### config.mk
export PLATFORM = sky130hd
export DESIGN_NAME = alu_rr_arbiter_flat
export DESIGN_NICKNAME = d
export VERILOG_FILES = /design/src/rtl/alu_rr_arbiter_if.sv /design/src/rtl/alu_rr_arbiter.sv /design/src/flat_wrapper.sv
export SDC_FILE = /design/constraint.sdc
export NUM_CORES = 1
export LEC_CHECK = 0
export CELL_PAD_IN_SITES_DETAIL_PLACEMENT = 1
export CELL_PAD_IN_SITES_GLOBAL_PLACEMENT = 2
export CORE_ASPECT_RATIO = 0.6
export CORE_MARGIN = 3
export CORE_UTILIZATION = 25
export DETAILED_ROUTE_END_ITERATION = 10
export PLACE_DENSITY_LB_ADDON = 0.1
export RECOVER_POWER = 100
export SYNTH_ARGS = -nofsm -noshare
export SYNTH_HDL_FRONTEND = slang
export SYNTH_SLANG_ARGS = --single-unit
### constraint.sdc
create_clock -name clk -period 3.1 [get_ports clk]
set_input_delay 0.31 -clock clk [delete_from_list [all_inputs] [get_ports clk]]
set_output_delay 0.31 -clock clk [all_outputs]
set_load 0.005 [all_outputs]
### src/rtl/alu_rr_arbiter_if.sv
// Requester/consumer bundle for the shared-ALU arbiter: per-requester operand
// slices and a valid/ready handshake on the request side, plus one response channel.
interface alu_rr_arbiter_if #(
    parameter int NUM_REQ = 4,
    parameter int W       = 8,
    parameter int ID_W    = 2
);
    logic [NUM_REQ-1:0]   req_valid;
    logic [NUM_REQ*W-1:0] req_A;
    logic [NUM_REQ*W-1:0] req_B;
    logic [2*NUM_REQ-1:0] req_ALU_control;
    logic [NUM_REQ-1:0]   req_ready;
    logic                 resp_valid;
    logic                 resp_ready;
    logic [ID_W-1:0]      resp_id;
    logic [W:0]           resp_C;
    logic                 resp_zero_flag;

    modport master (
        output req_valid, req_A, req_B, req_ALU_control, resp_ready,
        input  req_ready, resp_valid, resp_id, resp_C, resp_zero_flag
    );

    modport slave (
        input  req_valid, req_A, req_B, req_ALU_control, resp_ready,
        output req_ready, resp_valid, resp_id, resp_C, resp_zero_flag
    );
endinterface

### src/rtl/alu_rr_arbiter.sv
// Round-robin arbiter sharing one add/sub/and/or ALU among NUM_REQ requesters;
// one operation in flight, registered W+1-bit result returned over a handshake.
module alu_rr_arbiter #(
    parameter int word_length = 8,
    parameter int NUM_REQ     = 4,
    parameter int ID_W        = 2
) (
    input  logic            clk,
    input  logic            rst,
    alu_rr_arbiter_if.slave bus
);
    localparam int W     = word_length;
    localparam int PTR_W = (NUM_REQ > 1) ? $clog2(NUM_REQ) : 1;

    typedef enum logic [1:0] {IDLE, EXEC, RESP} state_t;

    state_t           state_reg;
    logic [PTR_W-1:0] ptr_reg;
    logic [W-1:0]     a_reg;
    logic [W-1:0]     b_reg;
    logic [1:0]       op_reg;
    logic [ID_W-1:0]  id_reg;
    logic             resp_valid_reg;
    logic [ID_W-1:0]  resp_id_reg;
    logic [W:0]       resp_c_reg;
    logic             resp_zero_reg;

    logic [W-1:0]       a_slice  [NUM_REQ];
    logic [W-1:0]       b_slice  [NUM_REQ];
    logic [1:0]         op_slice [NUM_REQ];
    logic [NUM_REQ-1:0] upper_req;
    logic [PTR_W-1:0]   grant_idx;
    logic               grant_any;
    logic [PTR_W-1:0]   ptr_next;
    logic [W:0]         alu_next;

    // upper_req keeps only requests at or above the pointer, so the scan wraps naturally
    genvar gi;
    generate
        for (gi = 0; gi < NUM_REQ; gi++) begin : g_req
            assign a_slice[gi]    = bus.req_A[gi*W +: W];
            assign b_slice[gi]    = bus.req_B[gi*W +: W];
            assign op_slice[gi]   = bus.req_ALU_control[2*gi +: 2];
            assign upper_req[gi]  = bus.req_valid[gi] && (PTR_W'(gi) >= ptr_reg);
            assign bus.req_ready[gi] = (state_reg == IDLE) && !rst && grant_any &&
                                       (grant_idx == PTR_W'(gi));
        end
    endgenerate

    always_comb begin
        grant_any = |bus.req_valid;
        grant_idx = '0;
        for (int i = NUM_REQ - 1; i >= 0; i--) begin
            if (bus.req_valid[i]) grant_idx = PTR_W'(i);
        end
        for (int i = NUM_REQ - 1; i >= 0; i--) begin
            if (upper_req[i]) grant_idx = PTR_W'(i);
        end
    end

    assign ptr_next = (grant_idx == PTR_W'(NUM_REQ - 1)) ? '0 : grant_idx + PTR_W'(1);

    // Bit W is carry for add and borrow for sub; always 0 for the logic ops
    always_comb begin
        alu_next = '0;
        case (op_reg)
            2'b00:   alu_next = {1'b0, a_reg} + {1'b0, b_reg};
            2'b01:   alu_next = {1'b0, a_reg} - {1'b0, b_reg};
            2'b10:   alu_next = {1'b0, a_reg & b_reg};
            default: alu_next = {1'b0, a_reg | b_reg};
        endcase
    end

    always_ff @(posedge clk) begin
        if (rst) begin
            state_reg      <= IDLE;
            ptr_reg        <= '0;
            a_reg          <= '0;
            b_reg          <= '0;
            op_reg         <= '0;
            id_reg         <= '0;
            resp_valid_reg <= 1'b0;
            resp_id_reg    <= '0;
            resp_c_reg     <= '0;
            resp_zero_reg  <= 1'b0;
        end else begin
            case (state_reg)
                IDLE: begin
                    if (grant_any) begin
                        a_reg     <= a_slice[grant_idx];
                        b_reg     <= b_slice[grant_idx];
                        op_reg    <= op_slice[grant_idx];
                        id_reg    <= ID_W'(grant_idx);
                        ptr_reg   <= ptr_next;
                        state_reg <= EXEC;
                    end
                end
                EXEC: begin
                    resp_c_reg     <= alu_next;
                    resp_zero_reg  <= (alu_next == '0);
                    resp_id_reg    <= id_reg;
                    resp_valid_reg <= 1'b1;
                    state_reg      <= RESP;
                end
                RESP: begin
                    if (bus.resp_ready) begin
                        resp_valid_reg <= 1'b0;
                        state_reg      <= IDLE;
                    end
                end
                default: state_reg <= IDLE;
            endcase
        end
    end

    assign bus.resp_valid     = resp_valid_reg;
    assign bus.resp_id        = resp_id_reg;
    assign bus.resp_C         = resp_c_reg;
    assign bus.resp_zero_flag = resp_zero_reg;
endmodule

### src/flat_wrapper.sv
// flat-port wrapper written by rule: the top's interface ports become plain ports
module alu_rr_arbiter_flat 
#(
    parameter int word_length = 8,
    parameter int NUM_REQ     = 4,
    parameter int ID_W        = 2
)
  (clk, rst, bus_req_valid, bus_req_A, bus_req_B, bus_req_ALU_control, bus_resp_ready, bus_req_ready, bus_resp_valid, bus_resp_id, bus_resp_C, bus_resp_zero_flag);
  alu_rr_arbiter_if #(.NUM_REQ(NUM_REQ), .W((8)), .ID_W(ID_W)) bus_i ();
  input  logic clk;
  input  logic rst;
  input wire logic [$bits(bus_i.req_valid)-1:0] bus_req_valid;
  input wire logic [$bits(bus_i.req_A)-1:0] bus_req_A;
  input wire logic [$bits(bus_i.req_B)-1:0] bus_req_B;
  input wire logic [$bits(bus_i.req_ALU_control)-1:0] bus_req_ALU_control;
  input wire logic [$bits(bus_i.resp_ready)-1:0] bus_resp_ready;
  output wire logic [$bits(bus_i.req_ready)-1:0] bus_req_ready;
  output wire logic [$bits(bus_i.resp_valid)-1:0] bus_resp_valid;
  output wire logic [$bits(bus_i.resp_id)-1:0] bus_resp_id;
  output wire logic [$bits(bus_i.resp_C)-1:0] bus_resp_C;
  output wire logic [$bits(bus_i.resp_zero_flag)-1:0] bus_resp_zero_flag;
  assign bus_i.req_valid = bus_req_valid;
  assign bus_i.req_A = bus_req_A;
  assign bus_i.req_B = bus_req_B;
  assign bus_i.req_ALU_control = bus_req_ALU_control;
  assign bus_i.resp_ready = bus_resp_ready;
  assign bus_req_ready = bus_i.req_ready;
  assign bus_resp_valid = bus_i.resp_valid;
  assign bus_resp_id = bus_i.resp_id;
  assign bus_resp_C = bus_i.resp_C;
  assign bus_resp_zero_flag = bus_i.resp_zero_flag;
  alu_rr_arbiter #(.word_length(word_length), .NUM_REQ(NUM_REQ), .ID_W(ID_W)) u_core (.clk(clk), .rst(rst), .bus(bus_i));
endmodule
* After elaboration in Yosys (flattened, before gate mapping) *
Index checks and enable logic that the tools add are counted.

storage, ports and cells
  bits in read-only memories = 0
  logic and storage cells = 74
  memories = 0
  RAM bits = 0
  latch bits = 0
  register bits after elaboration = 37
  bits of input ports = 79

cells by class
  reductions and logical operators = 20
  bitwise logic cells = 3
  order comparisons = 5
  shifts and indexed selects = 0
  multipliers = 0
  mux-type cells = 24
  add/sub/neg operators = 3
  equal/unequal tests = 9
  div/mod/pow operators = 0

operators with widths
  cell                                                                      number
  8-bit binary-select mux with 2-bit select                                 2
  8-bit two-way mux                                                         4
  9-bit one-hot mux with 3 select lines                                     1
  2-bit two-way mux                                                         13
  1-bit logical AND                                                         10
  8-bit by 8-bit adder with 9-bit output                                    1
  9-bit zero test                                                           1
  8-bit by 8-bit subtractor with 9-bit output                               1
  8-bit bitwise AND                                                         1
  2-bit equality test (second input constant)                               4
  8-bit bitwise OR                                                          1
  2-bit by 1-bit equality test with 1-bit output (second input constant)    3
  2-bit zero test                                                           3
  2-bit one-hot mux with 3 select lines                                     1
  2-bit AND reduction                                                       3
  2-bit binary-select mux with 2-bit select                                 1
  1-bit by 2-bit >= comparator with 1-bit output (first input constant)     2
  2-bit >= comparator (first input constant)                                2
  4-bit OR reduction                                                        1
  3-bit >= comparator (second input constant)                               1
  2-bit inverter with 3-bit output                                          1
  2-bit by 1-bit adder with 2-bit output (second input constant)            1
  2-bit by 1-bit inequality test with 1-bit output (second input constant)  1
  2-bit inequality test (second input constant)                             1
  other kinds (4)                                                           4

* Longest topological paths before layout *
Gate-level depths: netlist of the first run.

  depth after elaboration = 12
  mapped depth = 12

* Least setup slack after synthesis of the first run *
OpenSTA, ideal clock, no wires.

  kind = flip-flop to flip-flop
  from = register u_core.op_reg[1]
  to = register u_core.resp_c_reg[8] (netlist: u_core.bus.resp_C[8])
  data required time = 3.042 ns
  setup slack = 0.404 ns
  clock period less this slack = 2.696 ns
  stages on the path, launching flop included = 12
  arrival = 2.638 ns
  buffers on the path = 1
  path through = dfxtp_1 > clkbuf_1 > nand2b_1 > o31ai_1 > xor2_1 > ha_1 > o21ai_0 > a21oi_1 > o311a_1 > or4_1 > a21oi_1 > o21a_1

on the way
  word-level cells in the longest chain between the ends = 2
  elaborated cells on any way between the ends = 4
  those cells by class = eq/ne (2); mux (1); reduce/logical (1)

RTL lines
  item                                               line                  source
  start, declared                                    alu_rr_arbiter.sv:21  logic [1:0] op_reg;
  start signal, assigned                             alu_rr_arbiter.sv:92  op_reg <= op_slice[grant_idx];
  2-bit equality test, or another cell as far along  alu_rr_arbiter.sv:66  case (op_reg)
  9-bit one-hot mux with 3 select lines *            alu_rr_arbiter.sv:66
  end signal, assigned                               alu_rr_arbiter.sv:99  resp_c_reg <= alu_next;
  end, declared                                      alu_rr_arbiter.sv:25  logic [W:0] resp_c_reg;

Every way passes the cells marked *; elsewhere a longest branch is shown, timed or not.
A chain may end at the register's enable or synchronous reset.

* Final worst setup path of the first run *
  from = input port bus_req_valid[0]
  to = output port bus_req_ready[0]

on the way
  word-level cells in the longest chain between the ends = 7
  elaborated cells on any way between the ends = 10
  those cells by class = mux (5); reduce/logical (5)

RTL lines
  item                             line                  source
  start, declared                  flat_wrapper.sv:12    input wire logic [$bits(bus_i.req_valid)-1:0] bus_req_valid;
  2-bit two-way mux                alu_rr_arbiter.sv:54  if (bus.req_valid[i]) grant_idx = PTR_W'(i);
  2-bit two-way mux (4 in series)  alu_rr_arbiter.sv:57  if (upper_req[i]) grant_idx = PTR_W'(i);
  2-bit zero test                  alu_rr_arbiter.sv:46  (grant_idx == PTR_W'(gi));
  1-bit logical AND *              alu_rr_arbiter.sv:45  assign bus.req_ready[gi] = (state_reg == IDLE) && !rst && grant_any &&
  end, declared                    flat_wrapper.sv:17    output wire logic [$bits(bus_i.req_ready)-1:0] bus_req_ready;

Marked as above.

==> impl_results.md, run 1 <==
* Initial antenna violation count at 0
* Core Area at 0.0101 mm²
* HP Start: u_core.bus.resp_C[7]$_SDFFE_PP0P_
* Sequential share of power at 26.2%
* Sink Count at 37
* Syn_nets at 400
* Post-synth top cells: 38 x mux2i_1, 37 x dfxtp_1, 22 x a21oi_1, 22 x nor2_1, 21 x nand2_1
* Synth async-reset ratio at 0%
* Drt drc at 0
* Hold Path Stages at 2
* Endpoint, Worst Hold: u_core.bus.resp_C[7]$_SDFFE_PP0P_
* CTS resizes at 0
* P_sw at 0.000960 W
* Cell Chain, Critical Path: dlygate4sd3_1 -> mux2i_1 -> nor2_1 -> or3_1 -> ha_1 -> and2_1 -> dlygate4sd3_1
* Most common cell in the netlist: mux2i_1
* Cells after synthesis at 305
* Launching point of the worst reg2reg path: u_core.b_reg[0]$_SDFFE_PP0P_
* Num rows at 28
* Setup crit end kind: output port
* TritonCTS clock tree: built
* Clock Skew at 4.40 ps
* Wire per inst at 16.5 µm
* Max reg flops at 9
* Share of post-route cells with drive strength above 1 at 4.74%
* Tightest Pin Transition at 857 ps
* Clk network pwr share at 20.8%
* Post-synthesis sequential area ratio at 28.1%
* Distinct cell type count after synthesis at 48
* Worst Path Buf+Inv at 2
* Cell Area, Synth at 0.00263 mm²
* F_max at 347 MHz
* Critical Path Max Stage Delay at 610 ps
* PwrDens at 638 mW/mm²
* Setup violations, final at 0
* Sw Share at 39.1%
* Pins Over Slew Limit at 0
* CP delay by family, top: buffers and inverters
* Total gr overflow at 0
* Flops & latches, synth at 37
* Vias in the first global route at 2629
* CP startpoint kind: input port
* Inserted Clock Buffers at 5
* Worst path arrival time at 2570 ps
* Crit Path Max Fanout at 5
* Slew margin rel. at 42.7%
* Routed via count at 2575
* Die W at 138 µm
* CTS H-tree lvls at 2
* Top cells by area, synth: dfxtp_1 28%, mux2i_1 14%, ha_1 7.1%, a21oi_1 4.2%, a21o_1 3.4%
* Largest net degree at the start of global routing at 22
* Nets at 496
* Leak at 1.69 nW
* # IOs at 96
* Die area at 0.0118 mm²
* Logic pwr share at 52.9%
* Initial Util at 26.2%
* Post-DP HPWL at 7.22 mm
* Critical path class: in2out
* Clock buffer depth at 2
* Vias per inst at 4.80
* RSZ-0062 raised after global routing: false
* R2R setup slack at 250 ps
* Worst reg2reg path endpoint: u_core.bus.resp_C[8]$_SDFFE_PP0P_
* Util after Layout at 38.3%
* CTS Hold Bufs at 0
* Total GRT Usage at 15.3%
* Port Buffers at 95
* Layout area overhead at 46.2%
* Area leader, netlist: dfxtp_1
* Clk root buf: clkbuf_16
* Die H at 85.5 µm
* Setup TNS at 0 ps
* Top_reg_cell synth: dfxtp_1
* Drt pass-1 iters at 4
* Syn Area/Cell at 8.63 µm²
* DR iter-0 viols at 81
* # Max-Cap Violations at 0
* Yosys top cell area share at 28.1%
* Worst EP required at 2790 ps
* Detail Route Antenna Nets at 0
* Status: finished, final reports clean
* Worst skew pair latency at 280 ps
* Min Tclk post-route at 2880 ps
* Setup bufs post-CTS at 0
* CP max stage cell: dlygate4sd3_1
* Total power at 0.00245 W
* Fin. Hold Viols at 0
* Ys Warns at 0
* GP Congestion at 0.784
* Final period utilization at 92.9%
* DRT Wirelength at 8.84 mm
* First-pass GRT wire length at 14.7 mm
* Worst vdd ir at 0.239 mV
* Hold Path Class: reg2reg
* CTS clk-pin slew, worst paths at 60 ps
* CP dominant cell by count: dlygate4sd3_1
* Int Power at 0.00149 W
* Number of diodes at 0
* Worst reg2reg path depth at 11
* EDFF count, synth at 0
[stage by stage]
stage          worst slack [ps]  std cells  cell area [µm²]  hold slack [ps]
3_3_place_gp                355        529             3740              443
5_1_grt                    41.1        536             3850              489
2_1_floorplan               404        305             2630              432
4_1_cts                     238        536             3890              460
6_report                    220        536             3850              449
3_5_place_dp                257        529             3740              452
[power by group through the flow]
stage	clock, W	combinational, W	sequential, W
after floorplan	0	0.000913	0.000630
after global placement	0	0.00131	0.000657
after detailed placement	0	0.00134	0.000657
after CTS	0.000527	0.00134	0.000648
after global routing	0.000546	0.00146	0.000659
final	0.000511	0.00130	0.000644
[worst register-to-register path, cell delays in order (launching register included)]
cell	delay (ps)
dfxtp_1	350
inv_1	110
ha_1	200
nand2_1	80
o31ai_1	280
xor2_1	170
ha_1	210
or2_0	240
o311a_1	360
or4_1	510
a21oi_1	150
o21a_1	140
[how the worst max path moves through the flow]
stage                     cells after the start                                      to  slack (ps)                     startpoint
after CTS                                    11       u_core.bus.resp_C[8]$_SDFFE_PP0P_         240   u_core.b_reg[0]$_SDFFE_PP0P_
final                                         7                        bus_req_ready[0]         220               bus_req_valid[0]
after floorplan                              11       u_core.bus.resp_C[8]$_SDFFE_PP0P_         400  u_core.op_reg[1]$_SDFFE_PP0P_
after global routing                         11  u_core.bus.resp_zero_flag$_SDFFE_PP0P_          40   u_core.b_reg[0]$_SDFFE_PP0P_
after global placement                       11       u_core.bus.resp_C[8]$_SDFFE_PP0P_         360   u_core.b_reg[0]$_SDFFE_PP0P_
after detailed placement                     11       u_core.bus.resp_C[8]$_SDFFE_PP0P_         260   u_core.b_reg[0]$_SDFFE_PP0P_
[layout by cell type, fill, tap and decap left out, types with 12 or more instances in the layout]
cell / synthesis / routed
dlygate4sd3_1: 0 / 19
nand2_1: 21 / 21
a21o_1: 12 / 12
dfxtp_1: 37 / 37
a21oi_1: 22 / 22
mux2i_1: 38 / 38
ha_1: 15 / 15
o21ai_0: 15 / 15
nor2_1: 22 / 22
clkdlybuf4s50_1: 0 / 76
[cell type report]
cell class              count  area, µm²
multi-input cells         242       1750
fillers                  1156       6210
repair buffers            103       1000
clock buffers               6        139
well taps                 135        169
inverters                  12       45.0
clock inverters             1       7.51
flip-flops and latches     37        741
[layer usage]
layer  vias to the layer above  track usage (%)  wire, µm
li1                       1301                -         -
met1                      1211             24.6      5030
met2                        59             20.4      3380
met3                         4             3.72       392
met4                         0             2.15        41
met5                         -                0         0
[cell families (layout without fill, tap and decap cells)]
family / count (synthesis) / after routing / share of synthesized area (%)
buf+inv: 26 / 122 / 4.70
compound gates: 94 / 94 / 24.1
mux: 39 / 39 / 15.0
fa+ha+maj: 21 / 21 / 9.84
simple gates: 79 / 79 / 15.2
flops: 37 / 37 / 28.1
xor+xnor: 9 / 9 / 2.99
Power figures use the tool's default switching activity.
==> run 2: changes to the inputs <==
Settings changed: CORE_ASPECT_RATIO 0.6 to default.
==> run 2 against run 1 <==
Against the previous run: core utilization barely moved; combinational power fell by 4%; sequential power barely moved; global-route usage fell by 1.1 points; largest power group unchanged.
==> impl_results.md, run 2 (synthesis results as in run 1) <==
* Critical path class: in2out
* Setup violations, final at 0 (unchanged)
* Util after Layout at 38.3% (about the same)
* Routed via count at 2536 (-1.5%)
* Cell Chain, Critical Path: dlygate4sd3_1 -> mux2i_1 -> nor2_1 -> or3_1 -> inv_1 -> ha_1 -> and2_1 -> dlygate4sd3_1
* CP startpoint kind: input port
* Largest net degree at the start of global routing at 22 (unchanged)
* Detail Route Antenna Nets at 0 (unchanged)
* Clk root buf: clkbuf_8
* Critical Path Max Stage Delay at 640 ps (+30 ps)
* Tightest Pin Transition at 816 ps (-41.7 ps)
* Worst EP required at 2790 ps (about the same)
* Initial Util at 26.3% (+0.14 points)
* # Max-Cap Violations at 0 (unchanged)
* Min Tclk post-route at 2930 ps (+51.8 ps)
* CTS resizes at 0 (unchanged)
* CP max stage cell: dlygate4sd3_1
* Clock buffer depth at 2 (unchanged)
* Grt met1 use at 18.6% (-6.0 points)
* Fin. Hold Viols at 0 (unchanged)
* PwrDens at 608 mW/mm² (-4.7%)
* DRT Wirelength at 7.81 mm (-12%)
* Drt drc at 0 (unchanged)
* Die W at 109 µm (-22%)
* Max reg flops at 9 (unchanged)
* Drt pass-1 iters at 4 (unchanged)
* Endpoint, Worst Hold: u_core.bus.resp_C[1]$_SDFFE_PP0P_
* Vias in the first global route at 2672 (+1.6%)
* Status: finished, final reports clean
* Wire per inst at 14.6 µm (-11%)
* Worst path arrival time at 2620 ps (+50 ps)
* Slew margin rel. at 45.5% (+2.8 points)
* Vias per inst at 4.75 (-1.1%)
* DR iter-0 viols at 52 (-36%)
* Number of diodes at 0 (unchanged)
* Leak at 1.69 nW (-0.32%)
* CTS H-tree lvls at 2 (unchanged)
* Hold Path Stages at 2 (unchanged)
* Launching point of the worst reg2reg path: u_core.b_reg[0]$_SDFFE_PP0P_
* Inserted Clock Buffers at 5 (unchanged)
* Final period utilization at 94.6% (+1.7 points)
* Setup bufs post-CTS at 0 (unchanged)
* Sink Count at 37 (unchanged)
* Hold Path Class: reg2reg
* Port Buffers at 95 (unchanged)
* Worst reg2reg path depth at 11 (unchanged)
* Initial antenna violation count at 0 (unchanged)
* HP Start: u_core.bus.resp_C[1]$_SDFFE_PP0P_
* First-pass GRT wire length at 13.4 mm (-9.2%)
* TritonCTS clock tree: built
* Die H at 109 µm (+27%)
* R2R setup slack at 310 ps (+60 ps)
* Worst skew pair latency at 290 ps (about the same)
* Num rows at 36 (+29%)
* Worst vdd ir at 0.273 mV (+14%)
* Setup TNS at 0 ps (unchanged)
* RSZ-0062 raised after global routing: false
* Die area at 0.0118 mm² (-0.34%)
* M2 GR Usage at 24.3% (+3.9 points)
* Most common cell after layout, fill and taps aside: clkdlybuf4s50_1
* Nets at 495 (-0.20%)
* # IOs at 96 (unchanged)
* CTS Hold Bufs at 0 (unchanged)
* Worst reg2reg path endpoint: u_core.bus.resp_zero_flag$_SDFFE_PP0P_
* Clock Skew at 7.22 ps (+2.82 ps)
* Post-DP HPWL at 6.57 mm (-8.9%)
* CP dominant cell by count: dlygate4sd3_1
* M3 GR Usage at 2.96% (-0.76 points)
* F_max at 341 MHz (-1.8%)
* Total GRT Usage at 14.2% (-1.1 points)
* Busiest layer in global routing: met2
* Setup crit end kind: output port
* Most frequent cells in the layout: 77 x clkdlybuf4s50_1, 38 x mux2i_1, 37 x dfxtp_1
* Crit Path Max Fanout at 5 (unchanged)
* Worst Path Buf+Inv at 3 (+1)
* GP Congestion at 0.845 (+7.8%)
* Core Area at 0.0100 mm² (-0.55%)
* Total gr overflow at 0 (unchanged)
* Share of post-route cells with drive strength above 1 at 4.49% (-0.25 points)
* Pins Over Slew Limit at 0 (unchanged)
* CP delay by family, top: buffers and inverters
* CTS clk-pin slew, worst paths at 80 ps (+20 ps)
* Layout area overhead at 45.3%
run 2: cell count changes in the layout (fill, tap and decap cells not counted), sizes merged:
cell | before | now
bufinv | 0 | 1
clkdlybuf4s50 | 76 | 77
clkinvlp | 1 | 0
dlygate4sd3 | 19 | 18
run 2: worst min-delay path, stage by stage (launching register included):
cell,delay (ps)
dfxtp_1,310
nand2_1,50
a21oi_1,50
run 2: worst max-delay path by stage:
| stage | cells after the start | end | slack (ps) | startpoint |
|---|---|---|---|---|
| 2_1_floorplan | 11 | u_core.bus.resp_C[8]$_SDFFE_PP0P_ | 400 | u_core.op_reg[1]$_SDFFE_PP0P_ |
| 3_3_place_gp | 8 | u_core.b_reg[1]$_SDFFE_PP0P_ | 350 | bus_req_valid[0] |
| 3_5_place_dp | 8 | u_core.b_reg[1]$_SDFFE_PP0P_ | 320 | bus_req_valid[0] |
| 4_1_cts | 11 | u_core.bus.resp_C[8]$_SDFFE_PP0P_ | 310 | u_core.b_reg[0]$_SDFFE_PP0P_ |
| 5_1_grt | 8 | bus_req_ready[3] | 40 | bus_req_valid[0] |
| 6_report | 8 | bus_req_ready[3] | 170 | bus_req_valid[0] |
run 2: power breakdown:
part	internal (W)	leakage, nW	switching (W)
sequential	0.000558	0.305	0.0000828
clock	0.000262	0.0585	0.000169
combinational	0.000618	1.33	0.000634
run 2: cell type report:
cell class / count / area, µm²
well taps: 133 / 166
clock inverters: 1 / 30.0
multi-input cells: 242 / 1760
repair buffers: 102 / 997
flip-flops and latches: 37 / 741
clock buffers: 7 / 86.3
fillers: 1219 / 6170
inverters: 12 / 45.0
run 2: through the flow:
step | total power (W) | hold slack [ps] | std cells | setup WS (ps) | instance area [µm²]
after CTS | 0.00240 | 458 | 534 | 312 | 3850
after detailed placement | 0.00195 | 447 | 526 | 325 | 3730
after global routing | 0.00256 | 482 | 534 | 36.5 | 3820
after global placement | 0.00193 | 443 | 526 | 345 | 3730
after floorplan | 0.00154 | 432 | 305 | 404 | 2630
final | 0.00232 | 454 | 534 | 168 | 3820
run 2: layer usage:
layer  wire length, µm  vias to the layer above
li1                  -                     1300
met1              3710                     1167
met2              3680                       64
met3               370                        5
met4                53                        0
met5                 0                        -
